[src/rtl/bch15_7_encoder.sv]
//------------------------------------------------------------------------------
// Module   : bch15_7_encoder
// Purpose  : Serial systematic BCH(15,7) t=2 encoder with error-mask injection.
// Revision : 1.0
//------------------------------------------------------------------------------
`default_nettype none

module bch15_7_encoder #(
    parameter logic [8:0] GEN_POLY = 9'h1D1
) (
    input  logic        clk,
    input  logic        rst_n,
    input  logic        in_valid,
    output logic        in_ready,
    input  logic [6:0]  data_in,
    input  logic [14:0] err_mask,
    output logic        out_valid,
    input  logic        out_ready,
    output logic [14:0] codeword,
    output logic        busy
);

    typedef enum logic [1:0] {
        S_IDLE  = 2'd0,
        S_SHIFT = 2'd1,
        S_DONE  = 2'd2
    } state_t;

    localparam logic [2:0] C_LAST_SHIFT = 3'd6;

    state_t      r_state;
    logic [6:0]  r_msg_sr;
    logic [6:0]  r_data;
    logic [14:0] r_mask;
    logic [7:0]  r_lfsr;
    logic [2:0]  r_cnt;

    logic        w_fb;
    logic [7:0]  w_lfsr_next;
    logic [14:0] w_cw_next;

    assign w_fb        = r_msg_sr[0] ^ r_lfsr[7];
    assign w_lfsr_next = {r_lfsr[6:0], 1'b0} ^ (w_fb ? GEN_POLY[7:0] : 8'h00);

    // Parity is bit-reversed into [14:7] so codeword[i] carries x^(14-i).
    always_comb begin
        w_cw_next      = 15'h0000;
        w_cw_next[6:0] = r_data;
        for (int j = 0; j < 8; j++) begin
            w_cw_next[7+j] = w_lfsr_next[7-j];
        end
        w_cw_next = w_cw_next ^ r_mask;
    end

    always_ff @(posedge clk or negedge rst_n) begin
        if (!rst_n) begin
            r_state   <= S_IDLE;
            r_msg_sr  <= 7'h00;
            r_data    <= 7'h00;
            r_mask    <= 15'h0000;
            r_lfsr    <= 8'h00;
            r_cnt     <= 3'd0;
            codeword  <= 15'h0000;
            out_valid <= 1'b0;
            in_ready  <= 1'b1;
            busy      <= 1'b0;
        end else begin
            case (r_state)
                S_IDLE: begin
                    if (in_valid) begin
                        r_msg_sr <= data_in;
                        r_data   <= data_in;
                        r_mask   <= err_mask;
                        r_lfsr   <= 8'h00;
                        r_cnt    <= 3'd0;
                        r_state  <= S_SHIFT;
                        in_ready <= 1'b0;
                        busy     <= 1'b1;
                    end
                end
                S_SHIFT: begin
                    r_lfsr   <= w_lfsr_next;
                    r_msg_sr <= r_msg_sr >> 1;
                    r_cnt    <= r_cnt + 3'd1;
                    if (r_cnt == C_LAST_SHIFT) begin
                        codeword  <= w_cw_next;
                        out_valid <= 1'b1;
                        busy      <= 1'b0;
                        r_state   <= S_DONE;
                    end
                end
                S_DONE: begin
                    if (out_ready) begin
                        out_valid <= 1'b0;
                        in_ready  <= 1'b1;
                        r_state   <= S_IDLE;
                    end
                end
                default: begin
                    r_state   <= S_IDLE;
                    out_valid <= 1'b0;
                    in_ready  <= 1'b1;
                    busy      <= 1'b0;
                end
            endcase
        end
    end

endmodule

`default_nettype wire

[config.mk]
export PLATFORM = sky130hd
export DESIGN_NAME = bch15_7_encoder
export DESIGN_NICKNAME = d
export VERILOG_FILES = /design/src/rtl/bch15_7_encoder.sv
export SDC_FILE = /design/constraint.sdc
export NUM_CORES = 1
export LEC_CHECK = 0
export CAP_MARGIN = 20
export CORE_MARGIN = 2
export CORE_UTILIZATION = 35
export DETAILED_ROUTE_END_ITERATION = 7
export SKIP_LAST_GASP = 1
export SYNTH_ARGS = -nofsm -noshare
export SYNTH_HDL_FRONTEND = slang
export SYNTH_SLANG_ARGS = --single-unit
export TNS_END_PERCENT = 5
[constraint.sdc]
create_clock -name clk -period 1.68 [get_ports clk]
set_clock_uncertainty 0.2 [all_clocks]
set_input_delay 0.252 -clock clk [delete_from_list [all_inputs] [get_ports clk]]
set_output_delay 0.252 -clock clk [all_outputs]
set_load 0.005 [all_outputs]
# After elaboration in Yosys (flattened, before gate mapping)
# Index checks and enable logic that the tools add are counted.
totals:
  out_inout_bits: 18
  regBits: 60
  latchBits: 0
  elab_cells: 52
  ramBits: 0
  in_bits: 26
  rom_bits: 0
  memories: 0
op_classes:
  n_bitwise: 6
  add_sub_neg: 1
  muxes: 20
  n_reduce_logical: 9
  n_div: 0
  magnitude_cmp: 0
  n_mul: 0
  n_shift: 0
  n_eq_ne: 6
ops:
  columns: ["operator", "n"]
  rows:
  - ["2-to-1 mux 8 bit", 2]
  - ["one-hot mux 8 bit (2 select lines)", 1]
  - ["XOR 15 bit", 1]
  - ["one-hot mux 7 bit (2 select lines)", 1]
  - ["AND reduction 3 bit", 4]
  - ["one-hot mux 1 bit (3 select lines)", 3]
  - ["XOR 8 bit", 1]
  - ["2-to-1 mux 7 bit", 1]
  - ["2-to-1 mux 1 bit", 6]
  - ["2-to-1 mux 2 bit", 3]
  - ["!= test 2 bit (second input constant)", 3]
  - ["one-hot mux 2 bit (3 select lines)", 1]
  - ["one-hot mux 3 bit (2 select lines)", 1]
  - ["AND reduction 2 bit", 3]
  - ["adder 3 x 1 -> 3 bit (second input constant)", 1]
  - ["equality test 3 bit (second input constant)", 1]
  - ["2-to-1 mux 3 bit", 1]
  - ["NOT 1 bit", 3]
  - ["equality test 2 x 1 -> 1 bit (second input constant)", 1]
  - ["equality test 2 bit (second input constant)", 1]
  - ["logical NOT 2 bit", 1]
  - ["nonzero test 2 bit", 1]
  - ["XOR 1 bit", 1]

# Logic depth before layout (Yosys ltp)
# Gate-level depths: netlist of run 1.
logic_depth:
  ltp_word: 4
  mapped_depth: 6
  depth_no_buf: 5

# Least setup slack after synthesis of run 1
# OpenSTA, ideal clock, no wires.
synth_timing:
  path_kind: "register -> register"
  start: "register r_state[0]"
  end: "register r_data[0]"
  required_time_ns: 1.355
  stages_incl_launch_ff: 5
  slack_ns: 0.156
  period_less_slack_ns: 1.524
  t_arrival_ns: 1.200
  setup_time_ns: 0.125
  n_path_buf: 1
  path_cell_list: "dfrtp_1 -> nand2b_1 -> nor2_4 -> buf_6 -> mux2_2"
synth_via:
  elab_chain_cells: 2
synth_lines:
  columns: ["element", "line_no", "text"]
  rows:
  - ["from (decl)", "31", "state_t r_state;"]
  - ["from (signal assigned)", "57", "r_state <= S_IDLE;"]
  - ["from (signal assigned)", "76", "r_state <= S_SHIFT;"]
  - ["from (signal assigned)", "89", "r_state <= S_DONE;"]
  - ["logical NOT 2 bit", "68", "case (r_state)"]
  - ["AND reduction 2 bit (no line)", null, null]
  - ["to (signal assigned)", "72", "r_data <= data_in;"]
  - ["to (decl)", "33", "logic [6:0] r_data;"]
# No other way between the ends.
# A chain may end at the register's enable or synchronous reset.

# Worst setup path in the final report of run 1
layout_timing:
  start: "register codeword[6]"
  end: "output codeword[6]"
layout_lines:
  columns: ["element", "line_no", "text"]
  rows:
  - ["from (decl)", "19", "output logic [14:0] codeword,"]
  - ["from (signal assigned)", "86", "codeword <= w_cw_next;"]
# No word-level cell between the ends.

==> results of run 1 <==
==> per-layer routing <==
layer / wire (microns) / part of all wire / up-vias / track usage
li1: - / - / 869 / -
met1: 2460 / 0.47 / 809 / 0.180
met2: 2390 / 0.46 / 43 / 0.212
met3: 302 / 0.058 / 5 / 0.0434
met4: 51 / 0.0098 / 0 / 0.0577
met5: 0 / 0 / - / 0
==> synthesized netlist by cell type, types with 2 or more instances <==
cell      instances  share of area
a21oi_1           8          0.015
and3b_1           6          0.020
buf_2             9          0.017
buf_6             2         0.0086
dfrtp_1          59           0.56
ha_1              2         0.0095
inv_1             4         0.0057
mux2_2           23          0.099
nand2_1          39          0.056
nand2b_1          2         0.0048
nor2_1            4         0.0057
nor2b_1           2         0.0048
o21ai_0          25          0.048
o21ai_2           2         0.0067
o22ai_1           5          0.012
xnor2_1          14          0.047
xnor3_1           2          0.017
xor2_1            5          0.017
==> registers in the layout, summed over array words and instances (netlist names) <==
signal     cells
busy           1
codeword      15
in_ready       1
out_valid      1
r_cnt          3
r_data         7
r_lfsr         8
r_mask        15
r_msg_sr       7
r_state        2
==> through the flow <==
stage           util  power, mW
2_1_floorplan      -       4.19
3_3_place_gp   0.447       5.06
3_5_place_dp   0.447       5.15
4_1_cts        0.477       6.51
5_1_grt        0.477       6.89
6_report       0.477       6.44
==> placed cells by master (no fill, tap or decap), drive strengths merged, types with 2 or more instances in the layout <==
master / n
dfrtp: 59
inv: 4
mux2: 23
ha: 2
nor2: 5
nand2: 39
xnor2: 14
o22ai: 5
a21oi: 8
o21ai: 27
nor2b: 2
clkbuf: 12
xor2: 5
buf: 15
xnor3: 2
clkdlybuf4s50: 41
and3b: 6
nand2b: 2
clkinv: 2
==> layout make-up <==
cell class / count / area share
clock buffers: 12 / 0.0448
clock inverters: 4 / 0.0137
inverters: 4 / 0.00434
multi-input cells: 148 / 0.297
flip-flops and latches: 60 / 0.434
well taps: 99 / 0.0358
repair buffers: 58 / 0.170
==> final timing paths <==
kind,to,slack [ns],cells past startpoint
worst max-delay path,codeword[6],0.03,1
worst min-delay path,r_msg_sr[3],0.26,3
worst max register to register,r_lfsr[7],0.11,4
worst min register to register,codeword[5],0.28,2
max in group asynchronous,in_ready,0.73,3
min in group clk,codeword[5],0.28,2
==> power breakdown <==
group	internal (mW)	total [mW]	switching (mW)
logic	1.50	2.52	1.02
registers	2.12	2.59	0.463
clock network	0.761	1.33	0.570
total	4.39	6.44	2.05
==> what timing repair did <==
item,CTS,global route
endpoints found under the setup margin,2,19
setup buffers,1,0
endpoints found under the hold margin,60,0
gates resized for setup,1,1
hold buffers,1,0
==> cell families (layout without fill, tap and decap cells) <==
family                   after synthesis  count (layout)
multiplexers                          23              23
flip-flops                            60              60
AND/OR/NAND/NOR                       57              57
adder cells (fa/ha/maj)                2               2
XOR/XNOR                              21              21
buffers and inverters                 17              78
AO/OA/AOI/OAI                         45              45
==> flow_summary_export.csv, run 1 <==
group,metric,value,unit
status,outcome,"finished clean",
placement,dpl.hpwl,3460,microns
synthesis,synth_cells,225,
timing,worst_slack,0.0286,ns
setup_path,cp-end-kind,"primary output",
layout,antenna_cells,0,
clocking,clock_sinks,60,
synthesis,ys_seq_elements,60,
global_route,grt_pass1_vias,1807,
setup_path,cp_cell_sequence,"clkdlybuf4s50_1",
clocking,root_buffer,"clkbuf_8",
drt,finalWirelength,5200,microns
timing,period_minus_slack,1.65,ns
drt,first_iter_violations,52,
global_route,grt_max_degree,61,
global_route,antenna_found_initial,0,
die,die_w,90.5,microns
pwr,worst_ir_drop_vdd,0.000710,V
die,rows,31,
synthesis,synth-edff-count,0,
synthesis,synthesis.nets,253,
die,dieArea,8190,sq um
clocking,cts_tree,"yes",
synthesis,ys_types,30,
setup_path,crit_type,"reg2out",
synthesis,synth-simple-area-share,0.104,
layout,layoutNonFillerInstCount,385,
layout,multiInputGateArea,1030,sq um
pwr,cellLeakagePower,1.53,nW
timing,fin_hold_ws,0.255,ns
synthesis,ys_async_sr_fraction,1.00,
global_route,grt_overflow,0,
layout,n_fill_cell,696,
die,die_h,90.5,microns
global_route,grt_pass1_wl,8950,microns
clocking,cts_made_buffers,9,
layout,fin_area,3460,sq um
layout,drive_above_1_share,0.210,
drt,ant_nets,0,
timing,setup_viol,0,
setup_path,worstPathArrival,1.20,ns
synthesis,syn_area,2620,sq um
placement,dpl_cell_area,3240,sq um
job,maxCapViolations,0,
drt,num_vias,1726,
die,coreArea,7250,sq um
timing,max_freq,606,MHz
timing,relSlewSlack,0.745,
setup_path,critical_path.max_stage_delay,0.51,ns
synthesis,synthFlopType,"dfrtp_1",
synthesis,synth_compound_area_frac,0.0989,
setup_path,cp-start-kind,"flip-flop",
layout,num-nets-final,309,
timing,slew_violations,0,
pwr,powerDensity,1860,nW/um^2
global_route,grtUsageTotal,0.138,
synthesis,avgSynthCellArea,11.6,sq um
clocking,htree_levels,3,
synthesis,yosys.area_share.adder,0.00955,
timing,fin_crit_sh,0.983,
clocking,cts_buffer_depth,2,
setup_path,cp.required,1.23,ns
timing,tightest_slew,0.381,ns
synthesis,seq_area_frac_synth,0.574,
drt,dr.pass1.iters,5,
setup_path,cp_slowest_cell,"clkdlybuf4s50_1",
synthesis,yosys_warnings,0,
setup_path,r2r_start,"r_state[1]",
die,initial_core_util,0.361,
synthesis,synth.mux.area_fraction,0.0989,
die,ios,44,
placement,gp_congestion,0.695,
timing,fin_tns_setup,0,ns
clocking,insertion_delay,0.33,ns
drt,viasPerCell,4.48,
drt,wl_per_cell,13.5,microns
drt,drc,0,
placement,pre_cts_ws,-0.185,ns
placement,portBuffers,43,
clocking,path_clk_slew,0.07,ns
layout,regArea,1500,sq um
timing,hold_viol_final,0,
setup_path,crit_family,"buffers and inverters",
setup_path,worstSetupStartpoint,"codeword[6]",
layout,syn_to_final_growth,32.1,%
placement,dpl.cell_count,367,
setup_path,critPathBufInv,1,
timing,rsz0062_at_grt,"true",
synthesis,synth_xor_area_frac,0.0807,
synthesis,synth_top_family_by_area,"simple AND/OR/NAND/NOR gates",
hold_path,min_path_type,"in2async",
setup_path,crit_fanout,2,
Note: power is estimated with default switching activity, not from simulation.
==> run 2, diff against run 1 <==
--- a/config.mk
+++ b/config.mk
@@ -8,6 +8,7 @@
 export CAP_MARGIN = 20
 export CORE_MARGIN = 2
 export CORE_UTILIZATION = 35
+export CTS_CLUSTER_DIAMETER = 80
 export DETAILED_ROUTE_END_ITERATION = 7
 export SKIP_LAST_GASP = 1
 export SYNTH_ARGS = -nofsm -noshare
==> results of run 2 <==
Same layout as run 1: the final DEF is identical, and so are final timing and power.
==> run 3, diff against run 2 <==
--- a/config.mk
+++ b/config.mk
@@ -7,9 +7,10 @@
 export LEC_CHECK = 0
 export CAP_MARGIN = 20
 export CORE_MARGIN = 2
-export CORE_UTILIZATION = 35
+export CORE_UTILIZATION = 52
 export CTS_CLUSTER_DIAMETER = 80
 export DETAILED_ROUTE_END_ITERATION = 7
+export PLACE_DENSITY = 0.78
 export SKIP_LAST_GASP = 1
 export SYNTH_ARGS = -nofsm -noshare
 export SYNTH_HDL_FRONTEND = slang
==> run 3 against run 2 <==
  * Wire length down 3.8%
  * Sequential share of layout area rose by 0.86 points
  * Register-to-register slack about the same
==> flow_summary_export.csv, run 3 (synthesis results as in run 1) <==
group,metric,value,unit
global_route,grt_pass1_vias,1791,
status,outcome,"finished clean",
timing,relSlewSlack,0.658,
global_route,grt_pass1_wl,8230,microns
clocking,cts_buffer_depth,2,
drt,viasPerCell,5.03,
placement,portBuffers,43,
placement,dpl.hpwl,3480,microns
clocking,path_clk_slew,0.07,ns
timing,rsz0062_at_grt,"true",
setup_path,r2r_setup_slack,0.12,ns
setup_path,cp_slowest_cell,"clkdlybuf4s50_1",
die,dieArea,5620,sq um
layout,num-nets-final,309,
setup_path,crit_type,"reg2out",
pwr,cellLeakagePower,1.51,nW
layout,layoutNonFillerInstCount,353,
drt,num_vias,1776,
setup_path,crit_fanout,3,
timing,max_freq,603,MHz
clocking,root_buffer,"clkbuf_8",
die,ios,44,
global_route,grtUsageTotal,0.204,
layout,utilization,0.709,
placement,gp_congestion,0.728,
drt,wl_per_cell,14.2,microns
clocking,cts_tree,"yes",
drt,first_iter_violations,91,
clocking,htree_levels,3,
drt,ant_nets,0,
timing,setup_viol,0,
die,die_w,75.0,microns
hold_path,min_path_type,"in2async",
pwr,powerDensity,1840,nW/um^2
setup_path,critPathBufInv,1,
layout,final_cell_mix,"dfrtp_1 (59), clkdlybuf4s50_1 (41), nand2_1 (39)",
timing,tightest_slew,0.513,ns
layout,top_regs,"codeword (15), r_mask (15), r_lfsr (8)",
die,initial_core_util,0.547,
setup_path,cp-start-kind,"flip-flop",
placement,dpl.cell_count,336,
layout,fin_area,3390,sq um
layout,drive_above_1_share,0.213,
die,rows,25,
clocking,insertion_delay,0.33,ns
timing,fin_crit_sh,0.986,
timing,hold_viol_final,0,
drt,finalWirelength,5000,microns
layout,final_common_cell,"dfrtp_1",
timing,period_minus_slack,1.66,ns
setup_path,cp.required,1.23,ns
global_route,grt_overflow,0,
pwr,worst_ir_drop_vdd,0.00106,V
global_route,grt_max_degree,28,
layout,antenna_cells,0,
clocking,cts_made_buffers,9,
die,coreArea,4790,sq um
setup_path,cp-end-kind,"primary output",
drt,drc,0,
timing,slew_violations,0,
job,maxCapViolations,0,
setup_path,crit_family,"buffers and inverters",
global_route,antenna_found_initial,0,
setup_path,critical_path.max_stage_delay,0.50,ns
setup_path,cp_cell_sequence,"clkdlybuf4s50_1",
clocking,clock_sinks,60,
die,die_h,75.0,microns
setup_path,worstPathArrival,1.21,ns
layout,syn_to_final_growth,29.6,%
clocking,post-cts-setup-buffer-count,0,
drt,dr.pass1.iters,4,
placement,dpl_cell_area,3200,sq um
## run 3: cell count changes in the layout (fill, tap and decap cells not counted), sizes merged
cell	delta
clkbuf	-1
clkinvlp	+2
bufinv	-1
## run 3: power breakdown
part           leakage (nW)  internal, mW  switching [mW]
Combinational         0.682          1.45            1.01
Clock                0.0876         0.614           0.563
Sequential            0.736          2.12           0.466
Total                  1.51          4.19            2.04
## run 3: repair_timing
item	in CTS	in global routing
hold endpoints to repair	17	0
endpoints found under the setup margin	2	23
gates resized for setup	1	1
hold buffers	1	0
## run 3: per-stage QoR
| stage | setup TNS, ns | setup slack [ns] | power [mW] | hold slack (ns) |
|---|---|---|---|---|
| after global placement | -2.83 | -0.128 | 4.98 | 0.0431 |
| after detailed placement | -3.83 | -0.175 | 5.09 | 0.0495 |
| after CTS | -0.00321 | -0.00321 | 6.30 | 0.229 |
| after global routing | -0.223 | -0.0283 | 6.70 | 0.289 |
| final | 0 | 0.0228 | 6.23 | 0.230 |
| after floorplan | 0 | 0.156 | 4.19 | -0.244 |
## run 3: worst paths after layout
path / startpoint / end / cells past startpoint
setup / recovery: busy / busy / 1
hold / removal: rst_n / codeword[3] / 2
setup reg to reg: r_msg_sr[0] / r_lfsr[7] / 3
hold reg to reg: codeword[5] / codeword[5] / 2
max in group asynchronous: rst_n / r_mask[13] / 3
min in group clk: codeword[5] / codeword[5] / 2
## run 3: layer usage
| layer | part of all wire | up-vias | track usage | wire length [microns] |
|---|---|---|---|---|
| met1 | 0.44 | 850 | 0.259 | 2210 |
| met4 | 0.018 | 0 | 0.0952 | 90 |
| met3 | 0.049 | 7 | 0.0656 | 246 |
| li1 | - | 874 | - | - |
| met5 | 0 | - | 0 | 0 |
| met2 | 0.49 | 45 | 0.321 | 2450 |
## run 3: cell type report
type                    instances  area (sq um)
clock inverters                 5          36.3
repair buffers                 58           577
multi-input cells             148          1030
inverters                       4          15.0
well taps                      67          83.8
clock buffers                  11           151
fillers                       370          1390
flip-flops and latches         60          1500
